$ cat src/rtl/ram_word_sequencer.sv
// Load/store engine between an 8 x 32-bit registered-read RAM and a 256-bit operand port.
// Optional build macro STORE_VERIFY_EN adds a read-back compare pass after every store.
module ram_word_sequencer #(
  parameter int WORDS = 8,
  parameter int AW    = 3,
  parameter int DW    = 32
) (
  input  logic                clk,
  input  logic                rst,
  input  logic                load_start,
  input  logic                store_start,
  input  logic [WORDS*DW-1:0] store_data,
  output logic [WORDS*DW-1:0] load_data,
  output logic                busy,
  output logic                done,
  output logic [AW-1:0]       ram_addr,
  output logic [DW-1:0]       ram_wdata,
  output logic                ram_we,
  input  logic [DW-1:0]       ram_rdata,
  output logic                verify_err
);

  typedef enum logic [2:0] {
    S_IDLE, S_LOAD, S_LOAD_TAIL, S_STORE, S_VERIFY, S_VERIFY_TAIL, S_DONE
  } state_t;

  state_t              r_state, w_state_next;
  logic [AW-1:0]       r_cnt, w_cnt_next;
  logic [WORDS*DW-1:0] r_load_data;
  logic [WORDS*DW-1:0] r_store_data;
  logic [DW-1:0]       w_store_word [WORDS];
  logic                w_last;
  logic                w_ld_cap;
  logic [AW-1:0]       w_rd_idx;

  for (genvar gi = 0; gi < WORDS; gi++) begin : g_split
    assign w_store_word[gi] = r_store_data[gi*DW +: DW];
  end

  assign w_last    = (r_cnt == AW'(WORDS-1));
  // Read data lags the address by one cycle, so the word landing now is cnt-1 (or 7 in a tail state).
  assign w_rd_idx  = (r_state == S_LOAD_TAIL || r_state == S_VERIFY_TAIL) ? AW'(WORDS-1) : r_cnt - 1'b1;
  assign w_ld_cap  = (r_state == S_LOAD && r_cnt != '0) || (r_state == S_LOAD_TAIL);
  assign load_data = r_load_data;

  always_ff @(posedge clk) begin
    if (rst) r_state <= S_IDLE;
    else     r_state <= w_state_next;
  end

  always_comb begin
    w_state_next = r_state;
    w_cnt_next   = r_cnt;
    case (r_state)
      S_IDLE: begin
        if (load_start) begin
          w_state_next = S_LOAD;
          w_cnt_next   = '0;
        end else if (store_start) begin
          w_state_next = S_STORE;
          w_cnt_next   = '0;
        end
      end
      S_LOAD: begin
        if (w_last) w_state_next = S_LOAD_TAIL;
        else        w_cnt_next   = r_cnt + 1'b1;
      end
      S_LOAD_TAIL: w_state_next = S_DONE;
      S_STORE: begin
        if (w_last) begin
`ifdef STORE_VERIFY_EN
          w_state_next = S_VERIFY;
          w_cnt_next   = '0;
`else
          w_state_next = S_DONE;
`endif
        end else begin
          w_cnt_next = r_cnt + 1'b1;
        end
      end
`ifdef STORE_VERIFY_EN
      S_VERIFY: begin
        if (w_last) w_state_next = S_VERIFY_TAIL;
        else        w_cnt_next   = r_cnt + 1'b1;
      end
      S_VERIFY_TAIL: w_state_next = S_DONE;
`endif
      S_DONE:  w_state_next = S_IDLE;
      default: w_state_next = S_IDLE;
    endcase
  end

  always_comb begin
    busy      = (r_state != S_IDLE);
    done      = (r_state == S_DONE);
    ram_we    = 1'b0;
    ram_addr  = '0;
    ram_wdata = '0;
    case (r_state)
      S_LOAD, S_VERIFY:           ram_addr = r_cnt;
      S_LOAD_TAIL, S_VERIFY_TAIL: ram_addr = AW'(WORDS-1);
      S_STORE: begin
        ram_we    = 1'b1;
        ram_addr  = r_cnt;
        ram_wdata = w_store_word[r_cnt];
      end
      default: ;
    endcase
  end

  always_ff @(posedge clk) begin
    if (rst) begin
      r_cnt        <= '0;
      r_load_data  <= '0;
      r_store_data <= '0;
    end else begin
      r_cnt <= w_cnt_next;
      if (r_state == S_IDLE && store_start && !load_start)
        r_store_data <= store_data;
      if (w_ld_cap)
        r_load_data[w_rd_idx*DW +: DW] <= ram_rdata;
    end
  end

`ifdef STORE_VERIFY_EN
  logic r_verify_err;
  logic w_vf_cap;
  logic w_accept;

  assign w_vf_cap   = (r_state == S_VERIFY && r_cnt != '0) || (r_state == S_VERIFY_TAIL);
  assign w_accept   = (r_state == S_IDLE) && (load_start || store_start);
  assign verify_err = r_verify_err;

  // Sticky across the whole verify pass; only a newly accepted operation clears it.
  always_ff @(posedge clk) begin
    if (rst)
      r_verify_err <= 1'b0;
    else if (w_accept)
      r_verify_err <= 1'b0;
    else if (w_vf_cap && ram_rdata != w_store_word[w_rd_idx])
      r_verify_err <= 1'b1;
  end
`else
  assign verify_err = 1'b0;
`endif

endmodule

$ cat config.mk
export PLATFORM = sky130hd
export DESIGN_NAME = ram_word_sequencer
export DESIGN_NICKNAME = d
export VERILOG_FILES = /design/src/rtl/ram_word_sequencer.sv
export SDC_FILE = /design/constraint.sdc
export NUM_CORES = 1
export LEC_CHECK = 0
export CAP_MARGIN = 30
export CORE_MARGIN = 3
export CORE_UTILIZATION = 40
export CTS_CLUSTER_DIAMETER = 40
export DETAILED_ROUTE_END_ITERATION = 8
export PLACE_DENSITY = 0.77
export SLEW_MARGIN = 20
export SYNTH_ARGS = -nofsm -noshare
export SYNTH_HDL_FRONTEND = slang
export SYNTH_SLANG_ARGS = --single-unit
$ cat constraint.sdc
create_clock -name clk -period 3.2 [get_ports clk]
set_clock_uncertainty 0.05 [all_clocks]
set_input_delay 0.64 -clock clk [delete_from_list [all_inputs] [get_ports clk]]
set_output_delay 0.64 -clock clk [all_outputs]
set_load 0.1 [all_outputs]
==> After elaboration in Yosys (flattened, before gate mapping) <==
Cells that the tools add are included.
{ "op_classes": {"addsub": 3, "n_lt_le_gt_ge": 1, "eq_ne": 11, "n_shift": 2, "n_mux": 17, "bitwise": 1, "reduce_logical": 15} }
{ "op_table": {"columns": ["cell", "count"], "rows": [
  ["256-bit bitwise mux", 1],
  ["32-bit by 34-bit variable shift with 256-bit output (first input constant)", 1],
  ["32-bit by 34-bit variable part select with 256-bit output", 1],
  ["32-bit binary-select mux with 3-bit select", 1],
  ["32-bit two-way mux", 3],
  ["8-bit negator with 34-bit output", 1],
  ["3-bit two-way mux", 8],
  ["3-bit == test (second input constant)", 4],
  ["3-bit case mux with 2 select lines", 2],
  ["3-bit case mux with 4 select lines", 1],
  ["3-bit by 2-bit == test with 1-bit output (second input constant)", 2],
  ["2-bit != test (second input constant)", 3],
  ["3-bit AND reduction", 2],
  ["3-bit nonzero test", 2],
  ["4-bit >= comparator (second input constant)", 1],
  ["3-bit NOT with 4-bit output", 1],
  ["2-bit OR reduction", 2],
  ["3-bit by 1-bit adder with 3-bit output (second input constant)", 1],
  ["3-bit by 1-bit == test with 1-bit output (second input constant)", 1],
  ["1-bit logical AND", 3],
  ["3-bit zero test", 1],
  ["3-bit != test (second input constant)", 1],
  ["3-bit OR reduction", 1],
  ["3-bit by 1-bit subtractor with 3-bit output (second input constant)", 1],
  ["other kinds (4)", 5]
]} }
{ "totals": {"reg_bits": 518, "input_bits": 292, "out_inout_bits": 295, "word_cells": 54} }

==> Logic depth before layout (Yosys ltp) <==
Gate-level depths: netlist (run 1).
{ "logic_depth": {"ltp_word": 6, "mapped_depth": 14, "mapped_depth_nobuf": 9} }

==> Worst setup path before layout (run 1) <==
No wires, ideal clock.
{ "synth_path": {"path_type": "reg-to-output", "from": "register r_state[1]", "to": "output port ram_addr[2]", "t_arrival_ns": 2.972, "t_required_ns": 2.510, "path_slack_ns": -0.462, "path_stages_with_launch": 5, "n_path_buf": 1, "cell_sequence": "dfxtp_1 > buf_2 > or3_1 > o21ai_0 > a21oi_1"} }
{ "synth_via": {"elab_chain_len": 3, "word_cells_on_any_way": 8, "cone_classes": "5 x eq/ne; 1 x mux; 2 x reduce/logical"} }
{ "synth_rtl": {"columns": ["element", "line_no", "rtl"], "rows": [
  ["from (decl)", "27", "state_t r_state, w_state_next;"],
  ["from (signal assigned)", "48", "else r_state <= w_state_next;"],
  ["3-bit by 1-bit == test with 1-bit output, or another cell as far along", "99", "case (r_state)"],
  ["3-bit OR reduction (no source line) / 2-bit OR reduction (equally long branches)", null, null],
  ["3-bit case mux with 2 select lines *", "99", null],
  ["to (decl)", "16", "output logic [AW-1:0] ram_addr,"]
]} }
Every way passes the cells marked *; elsewhere a longest branch is shown, timed or not.

==> Worst setup path after layout (run 1) <==
{ "layout_path": {"from": "register r_cnt[0]", "to": "output port ram_wdata[10]"} }
{ "layout_via": {"elab_chain_len": 5} }
{ "layout_rtl": {"columns": ["element", "line_no", "rtl"], "rows": [
  ["from (decl)", "28", "logic [AW-1:0] r_cnt, w_cnt_next;"],
  ["from (signal assigned)", "117", "r_cnt <= w_cnt_next;"],
  ["3-bit NOT with 4-bit output (not written as such)", "105", "ram_wdata = w_store_word[r_cnt];"],
  ["32-bit binary-select mux with 3-bit select", "105", null],
  ["32-bit two-way mux (not written as such) (2 in series)", "105", null],
  ["32-bit two-way mux", "99", null],
  ["to (decl)", "17", "output logic [DW-1:0] ram_wdata,"]
]} }
No other way between the ends. The select of a mux whose other input is x is not followed.

==> results of run 1 <==
==> timing repair <==
action | CTS | global route
buffers inserted | 0 | 10
setup endpoints to repair | 22 | 36
resized for setup | 2 | 5
cloned | 2 | 0
==> where the power goes <==
group / internal (uW) / switching, uW
clock network: 5120 / 3400
registers: 6740 / 165
logic: 1110 / 2130
total: 13000 / 5700
==> per-stage QoR <==
step | cells | TNS (ns)
floorplan | 2470 | -0.0377
global placement | 3560 | 0
detailed placement | 3560 | 0
CTS | 3698 | 0
global route | 3710 | 0
finish | 3713 | 0
==> synth_stat cells (7+ instances only) <==
| master | instances |
|---|---|
| nand2_1 | 641 |
| dfxtp_1 | 518 |
| a21oi_1 | 359 |
| clkbuf_1 | 171 |
| o21ai_0 | 160 |
| nor2b_1 | 98 |
| o41ai_1 | 93 |
| nor2_1 | 76 |
| mux2i_1 | 64 |
| mux4_2 | 64 |
| buf_2 | 50 |
| nand2b_1 | 39 |
| nand4_1 | 36 |
| nand3b_1 | 35 |
| buf_1 | 8 |
| ha_1 | 7 |
==> cell type report <==
class / count / area [um2] / share of cell area [%]
Antenna cell: 5 / 12.5 / 0.0412
Clock buffer: 83 / 1940 / 6.37
Clock inverter: 53 / 697 / 2.29
Inverter: 4 / 15.0 / 0.0494
Multi-Input combinational cell: 1712 / 10100 / 33.2
Sequential cell: 518 / 10400 / 34.1
Tap cell: 688 / 861 / 2.83
Timing Repair Buffer: 650 / 6400 / 21.1
==> registers in the layout (all words and copies together) (netlist names) <==
signal	count
load_data	256
r_cnt	3
r_state	3
r_store_data	256
==> routing by layer <==
metal	track usage [%]	routed length (um)
met5	0	112
met4	11.3	3480
met3	8.42	7810
met2	46.5	39300
met1	31.4	29500
==> cells in the final DEF (no fill, tap or decap), types with 5 or more instances in the layout <==
cell type / synthesis / layout
clkbuf_16: 0 / 74
clkinv_2: 0 / 7
nor2_2: 0 / 29
nand2b_1: 39 / 38
nor2_1: 76 / 46
o21ai_0: 160 / 160
nand4_1: 36 / 36
dfxtp_1: 518 / 515
nand3b_1: 35 / 35
inv_6: 0 / 12
diode_2: 0 / 5
nor2b_1: 98 / 97
clkdlybuf4s50_1: 0 / 290
mux2i_1: 64 / 64
clkinv_4: 0 / 7
nand2_1: 641 / 641
ha_1: 7 / 7
mux4_2: 64 / 64
bufinv_16: 0 / 7
buf_4: 2 / 298
o41ai_1: 93 / 92
buf_12: 0 / 57
clkbuf_8: 0 / 5
inv_8: 0 / 7
clkinvlp_4: 0 / 5
a21oi_1: 359 / 358
==> worst register-to-register path, delay by kind of cell (launching register included) <==
kind                     cells  cell delay (ns)
flip-flops                   1             0.42
AND/OR/NAND/NOR              3             0.58
adder cells (fa/ha/maj)      3             0.92
buffers and inverters        2             0.48
AO/OA/AOI/OAI                1             0.47
==> final timing paths <==
path                startpoint                 to  slack [ns]
max reg2reg           r_cnt[0]     load_data[218]        0.20
min          r_store_data[218]  r_store_data[218]        0.40
min reg2reg  r_store_data[218]  r_store_data[218]        0.40
max                   r_cnt[0]      ram_wdata[10]        0.14
==> kinds of logic after synthesis <==
| logic type | count (synthesis) | share of synthesized area, % |
|---|---|---|
| AND/OR/NAND/NOR | 950 | 19.9 |
| other | 1 | 0.0176 |
| XOR/XNOR | 2 | 0.117 |
| AO/OA/AOI/OAI | 624 | 16.6 |
| flip-flops | 518 | 48.5 |
| multiplexers | 128 | 9.75 |
| buffers and inverters | 240 | 4.72 |
| adder cells (fa/ha/maj) | 7 | 0.410 |
==> results.tsv, run 1 <==
stage	metric	value	unit
global_routing	grt_pass1_wl	118000	um
final_layout	fin_nets	3259	
clocking	cts_hold_buf	0	
routing	routed_wl	80200	um
final_layout	finalInstanceArea	0.0304	mm2
setup_path	crit_required	2.51	ns
setup_path	worstPathMaxFanout	15	
global_routing	grt_max_degree	129	
place	gp_congestion	0.889	
setup_path	worstSetupPathType	register to primary output	
synthesis	avgSynthCellArea	8.65	um2
floorplanning	initial_core_util	40.6	%
synthesis	synth_top_area_share	48.5	%
synthesis	synth_enable_flop_cells	0	
floorplanning	die_area	0.0562	mm2
clocking	clk_pin_slew_worst_paths	0.05	ns
hold_path	holdPathStages	2	
floorplanning	die_w	237	um
final_layout	fillCellCount	4392	
setup_path	crit_path_end_kind	primary output	
synthesis	syn-num-nets	2769	
setup_path	slowest_delay	0.52	ns
setup_path	crit_chain	bufbuf_16 > mux4_2 > mux2i_1 > nor2_2 > buf_12	
routing	num_vias	20600	
global_routing	grt_antenna_before_repair	21	
final_layout	fin_util	57.7	%
global_routing	grt_pass1_vias	19800	
timing	min_period	3.06	ns
timing	rsz0062_at_grt	no	
global_routing	gr-total-overflow	0	
synthesis	ys_seq_area_share	48.5	%
setup_path	reg2regPathDepth	9	
clocking	htreeDepth	3	
timing	min_period_over_period	95.8	%
timing	setup_viol	0	
setup_path	arrival	2.37	ns
synthesis	yosys.cell_types.count	47	
setup_path	crit_cells	5	
floorplanning	chipHeight	237	um
place	dp_hpwl	55800	um
timing	max_freq	326	MHz
clocking	cts_tree	built	
timing	hold_slack	0.401	ns
setup_path	crit_buf_inv	2	
setup_path	cp_top_family	multiplexers	
synthesis	netlist_area	0.0214	mm2
pwr	power	18700	uW
job	drv_cap	0	
setup_path	cp-start-kind	register	
outcome	status	finished, final reports clean	
routing	first_pass_iters	5	
place	dpl-instance-area	0.0276	mm2
clocking	cts.sinks	518	
final_layout	synthToLayoutAreaGrowth	42.3	%
place	dp_slack	0.162	ns
global_routing	grt_usage	27.1	%
synthesis	yosys.area.top_type	dfxtp_1	
synthesis	yosysWarnings	0	
floorplanning	std_cell_rows	84	
final_layout	drive_gt1_share	20.0	%
setup_path	crit_path_top_delay_cell	mux4_2	
pwr	power_density	614	mW/mm2
synthesis	ys_ff_latch	518	
pwr	ir_drop	0.417	mV
timing	tightest_slew	0.782	ns
clocking	clk_latency	0.58	ns
synthesis	netlist_instances	2470	
pwr	p_leak	0.0113	uW
place	io_buffer_count	585	
timing	hold_violations	0	
timing	fin_ws	0.136	ns
floorplanning	num_io_pins	587	
routing	viasPerCell	5.55	
clocking	clockRootBuffer	clkbuf_16	
clocking	clock_path_buffers	3	
routing	antenna_left	0	
synthesis	async_flop_share	0	%
routing	drcViolationCount	0	
timing	slew_headroom	47.9	%
routing	avgRoutedWirePerCell	21.6	um
synthesis	synth_top_cells_by_area	dfxtp_1, nand2_1, a21oi_1	
timing	final-max-slew-violation-count	0	
routing	drt_iter0_drc	1732	
synthesis	synth_ff_type	dfxtp_1	
hold_path	hold_path_class	register to register	
clocking	cts_buffers	74	
floorplanning	coreArea	0.0527	mm2
No activity file was read; power rests on OpenSTA's default activity.
==> run 2: changes to the inputs <==
CORE_UTILIZATION = 44   (was 40)
PLACE_DENSITY = 0.83   (was 0.77)
RECOVER_POWER = 25   (was unset)
==> run 2 against run 1 <==
  * Routed wire length is 1.3% lower
  * Sequential share of layout area is 1.3 points higher
  * Critical path depth stayed put
  * Maximum frequency is 1.4% lower
  * Largest cell class unchanged
==> results.tsv, run 2 (synthesized netlist as in run 1, its figures left out) <==
stage	metric	value	unit
place	gp_congestion	0.886	
floorplanning	coreArea	0.0478	mm2
setup_path	crit_path_end_kind	primary output	
timing	setup_tns	0	ns
timing	final-max-slew-violation-count	0	
timing	min_period_over_period	97.1	%
setup_path	rrSetupSlack	0.13	ns
setup_path	crit_buf_inv	2	
final_layout	layout_commonest_cell	nand2_1	
global_routing	grt_antenna_before_repair	23	
setup_path	rr_endpoint	load_data[137]	
timing	max_freq	322	MHz
clocking	htreeDepth	3	
routing	first_pass_iters	6	
floorplanning	chipHeight	226	um
setup_path	endpoint	ram_wdata[8]	
setup_path	reg2regPathDepth	9	
timing	hold_violations	0	
hold_path	hold_path_class	register to register	
floorplanning	die_w	226	um
global_routing	grt_pass1_wl	117000	um
clocking	cts_tree	built	
timing	hold_slack	0.401	ns
place	dpl-instance-area	0.0274	mm2
final_layout	fin_util	61.2	%
final_layout	fin_nets	3257	
final_layout	drive_gt1_share	13.4	%
setup_path	cp_top_family	multiplexers	
clocking	clk_pin_slew_worst_paths	0.05	ns
pwr	p_leak	0.0104	uW
place	io_buffer_count	585	
setup_path	worstSetupPathType	register to primary output	
clocking	clk_latency	0.59	ns
setup_path	worstPathMaxFanout	34	
setup_path	crit_chain	bufbuf_16 > mux4_2 > mux2i_1 > nor2_2 > buf_12	
final_layout	finalInstanceArea	0.0293	mm2
pwr	power_density	617	mW/mm2
routing	antenna_left	0	
global_routing	grtUsageMet3	8.08	%
hold_path	min_from	r_store_data[155]	
routing	viasPerCell	5.71	
global_routing	grt_usage	29.6	%
setup_path	arrival	2.42	ns
global_routing	use_met1	32.7	%
routing	num_vias	20800	
setup_path	cp-start-kind	register	
routing	routed_wl	79100	um
global_routing	gr-total-overflow	0	
place	dp_hpwl	54800	um
setup_path	crit_path_top_delay_cell	mux4_2	
pwr	ir_drop	0.473	mV
timing	min_period	3.11	ns
routing	drcViolationCount	0	
clocking	clockRootBuffer	clkbuf_16	
global_routing	grt_pass1_vias	20400	
setup_path	slowest_delay	0.54	ns
floorplanning	initial_core_util	44.6	%
outcome	status	finished, final reports clean	
floorplanning	die_area	0.0512	mm2
timing	slew_headroom	8.16	%
timing	tightest_slew	1.38	ns
routing	avgRoutedWirePerCell	21.7	um
setup_path	r2r-start	r_cnt[0]	
setup_path	crit_cells	5	
timing	setup_viol	0	
clocking	cts_hold_buf	0	
job	drv_cap	0	
final_layout	layout_common_cells	nand2_1, dfxtp_1, a21oi_1, clkdlybuf4s50_1, clkbuf_1	
clocking	clock_path_buffers	3	
global_routing	use_met2	49.7	%
clocking	cts.sinks	518	
timing	rsz0062_at_grt	yes	
global_routing	grt_max_degree	129	
global_routing	grt.busiest_layer	met2	
clocking	cts_buffers	73	
setup_path	worstSetupStartpoint	r_cnt[0]	
floorplanning	std_cell_rows	80	
routing	drt_iter0_drc	1925	
setup_path	crit_required	2.51	ns
clocking	post-cts-setup-buffers	0	
floorplanning	num_io_pins	587	
final_layout	synthToLayoutAreaGrowth	37.0	%
[run 2: cell types whose count changed in the layout (fill, tap and decap cells not counted), moves of 4 or more]
cell and delta:
inv_6 +7, buf_4 -184, diode_2 +9, clkbuf_1 +198
buf_12 -10, inv_8 -4
[run 2: worst reg2reg max path: stages (launching register included)]
cell and delay, ns:
dfxtp_4 0.38, inv_1 0.12, ha_1 0.38, and3_1 0.19
ha_1 0.18, ha_1 0.39, nor2b_2 0.31, nand3_4 0.11
buf_12 0.22, o41ai_1 0.61
[run 2: per-layer routing]
layer	vias to the layer above	routed length (um)	part of all wire (%)
li1	9538	-	-
met1	9960	27900	35
met2	1065	38600	49
met3	235	7550	9.5
met4	14	4960	6.3
met5	-	84	0.11
[run 2: how the worst min path moves through the flow]
| stage | depth (start not counted) | endpoint | slack [ns] |
|---|---|---|---|
| global placement | 2 | r_store_data[246] | 0.39 |
| global route | 2 | r_store_data[78] | 0.42 |
| detailed placement | 2 | r_store_data[78] | 0.40 |
| CTS | 2 | r_store_data[66] | 0.40 |
| finish | 2 | r_store_data[155] | 0.40 |
| floorplan | 2 | r_store_data[192] | 0.38 |
[run 2: metrics by stage]
stage,setup WS [ns],instances,total power [uW]
3_5_place_dp,0.129,3497,10100
2_1_floorplan,-0.0189,2470,9030
5_1_grt,-0.0472,3643,18600
3_3_place_gp,0.250,3497,10100
6_report,0.0916,3647,18100
4_1_cts,0.0300,3633,18200
[run 2: final cells by class]
cell class | instances | area, um2
multi-input cells | 1712 | 10100
clock inverters | 49 | 524
flip-flops and latches | 518 | 10400
diodes | 14 | 35.0
well taps | 615 | 769
inverters | 4 | 15.0
fillers | 3924 | 18600
clock buffers | 86 | 1950
repair buffers | 649 | 5510
[run 2: where the power goes]
part	internal (uW)	switching, uW	leakage [uW]
combinational	996	2110	0.00497
sequential	6740	160	0.00420
clock	4820	3230	0.00119
[run 2: timing repair]
item                       CTS  global route
gates cloned                 1             0
setup endpoints to repair   28           107
hold endpoints to repair     0             0
gates resized for setup      1             4
pin swaps                    0             0
==> run 3: changes to the inputs <==
CORE_AREA = 3 3 228 230   (was unset)
CORE_MARGIN = unset   (was 3)
CORE_UTILIZATION = unset   (was 44)
DIE_AREA = 0 0 231 233   (was unset)
PLACE_DENSITY = 0.78   (was 0.83)
clock period = 3.4 ns   (was 3.2 ns; I/O delays follow)
==> run 3 against run 2 <==
  * The flow now finishes with violations (capacitance limit, slew limit)
  * Non-clock buffer count shrank 14
  * Via count shrank 2.0%
  * Utilization shrank 2.6 points
  * Flip-flop and latch count is the same
  * Combinational power shrank 7.4%
==> results.tsv, run 3 (synthesized netlist as in run 1, its figures left out) <==
stage	metric	value	unit
timing	final-max-slew-violation-count	85	
global_routing	grt_pass1_vias	19700	
timing	hold_violations	0	
clocking	clockRootBuffer	clkbuf_16	
setup_path	crit_required	3.79	ns
setup_path	crit_path_top_delay_cell	o41ai_1	
setup_path	arrival	3.58	ns
global_routing	grt_pass1_wl	117000	um
setup_path	cp-start-kind	register	
clocking	htreeDepth	3	
clocking	cts_tree	built	
floorplanning	chipHeight	233	um
clocking	clk_pin_slew_worst_paths	0.06	ns
hold_path	hold_path_class	register to register	
global_routing	grt_antenna_before_repair	13	
setup_path	endpoint	load_data[68]	
setup_path	crit_chain	inv_1 > ha_1 > and3_1 > ha_1 > ha_1 > nor2b_1 > nand3_4 > buf_12 > o41ai_1	
setup_path	reg2regPathDepth	9	
floorplanning	die_area	0.0538	mm2
final_layout	fillCellCount	4341	
setup_path	crit_path_end_kind	register	
pwr	p_leak	0.0104	uW
global_routing	grt_usage	28.0	%
routing	drcViolationCount	0	
floorplanning	initial_core_util	42.7	%
timing	slew_headroom	-14.4	%
setup_path	rrSetupSlack	0.21	ns
final_layout	synthToLayoutAreaGrowth	37.4	%
floorplanning	std_cell_rows	82	
floorplanning	die_w	231	um
global_routing	use_met1	32.5	%
routing	antenna_left	0	
clocking	cts_buffers	74	
final_layout	drive_gt1_share	12.9	%
setup_path	r2r-start	r_cnt[0]	
floorplanning	coreArea	0.0501	mm2
setup_path	worstPathMaxFanout	128	
timing	rsz0062_at_grt	no	
final_layout	layout_common_cells	nand2_1, dfxtp_1, a21oi_1, clkdlybuf4s50_1, clkbuf_1	
pwr	power_density	581	mW/mm2
pwr	power	17000	uW
floorplanning	num_io_pins	587	
setup_path	worstSetupStartpoint	r_cnt[0]	
place	dp_hpwl	55000	um
timing	setup_tns	0	ns
final_layout	register_area	0.0104	mm2
clocking	cts.sinks	518	
outcome	violations	capacitance limit, slew limit	
timing	min_period_over_period	93.8	%
global_routing	use_met2	48.3	%
routing	avgRoutedWirePerCell	21.4	um
final_layout	fin_nets	3244	
clocking	clk_latency	0.58	ns
timing	max_freq	313	MHz
clocking	clock_path_buffers	3	
final_layout	layout_commonest_cell	nand2_1	
setup_path	crit_path_frequent_cell	ha_1	
routing	routed_wl	78900	um
global_routing	grt.busiest_layer	met2	
timing	tightest_slew	1.72	ns
setup_path	cp_top_family	adder cells	
outcome	status	finished with violations	
routing	viasPerCell	5.54	
setup_path	slowest_delay	0.55	ns
setup_path	rr_endpoint	load_data[68]	
setup_path	crit_buf_inv	2	
pwr	ir_drop	0.361	mV
setup_path	crit_cells	9	
final_layout	multi_input_area	0.0101	mm2
routing	first_pass_iters	7	
setup_path	worstSetupPathType	register to register	
global_routing	grt_max_degree	150	
global_routing	gr-total-overflow	0	
place	io_buffer_count	585	
job	drv_cap	1	
global_routing	grtUsageMet3	6.89	%
routing	drt_iter0_drc	1926	
routing	num_vias	20400	
timing	min_period	3.19	ns
timing	setup_viol	0	
place	gp_congestion	0.898	
run 3: worst min-delay path by stage:
stage,start,cells after the start,end
floorplan,r_store_data[192],2,r_store_data[192]
global placement,r_store_data[128],2,r_store_data[128]
detailed placement,r_store_data[64],2,r_store_data[64]
CTS,r_store_data[64],2,r_store_data[64]
global route,r_store_data[170],2,r_store_data[170]
finish,r_store_data[156],2,r_store_data[156]
run 3: final cells by class:
cell class                 instances  area share (%)
antenna                            5          0.0426
clock buffer                      96            7.15
clock inverter                    39            1.42
inverter                           4          0.0512
multi-input combinational       1712            34.3
sequential                       518            35.4
tap                              672            2.87
timing repair buffer             635            18.8
run 3: worst register-to-register path: stages, from the launching register on:
cell,delay [ns]
dfxtp_4,0.40
inv_1,0.14
ha_1,0.39
and3_1,0.19
ha_1,0.19
ha_1,0.34
nor2b_1,0.35
nand3_4,0.11
buf_12,0.21
o41ai_1,0.67
run 3: where the power goes:
| group | total (uW) | switching [uW] | internal [uW] |
|---|---|---|---|
| combinational | 2870 | 1960 | 909 |
| clock | 7670 | 2920 | 4740 |
| sequential | 6500 | 150 | 6350 |
run 3: through the flow:
step	instance area (um2)	hold WS, ns	instances	setup WS [ns]	utilization (%)
floorplan	21400	0.383	2470	0.0372	-
detailed placement	27400	0.395	3540	0.315	54.8
global route	29300	0.421	3680	0.0670	58.6
global placement	27400	0.389	3540	0.424	54.8
CTS	30000	0.402	3675	0.0160	59.8
finish	29300	0.401	3681	0.209	58.6
run 3: repair_timing:
| action | in CTS | in global routing |
|---|---|---|
| resized for setup | 1 | 0 |
| cloned | 0 | 1 |
| hold buffers | 0 | 0 |
| endpoints found under the setup margin | 3 | 11 |
| buffers inserted | 0 | 0 |
run 3: layer usage:
metal | routed length, um | vias up | part of all wire, %
met4 | 3680 | 4 | 4.7
met1 | 29300 | 9730 | 37
met5 | 23 | - | 0.029
met2 | 39100 | 990 | 50
li1 | - | 9487 | -
met3 | 6820 | 193 | 8.7
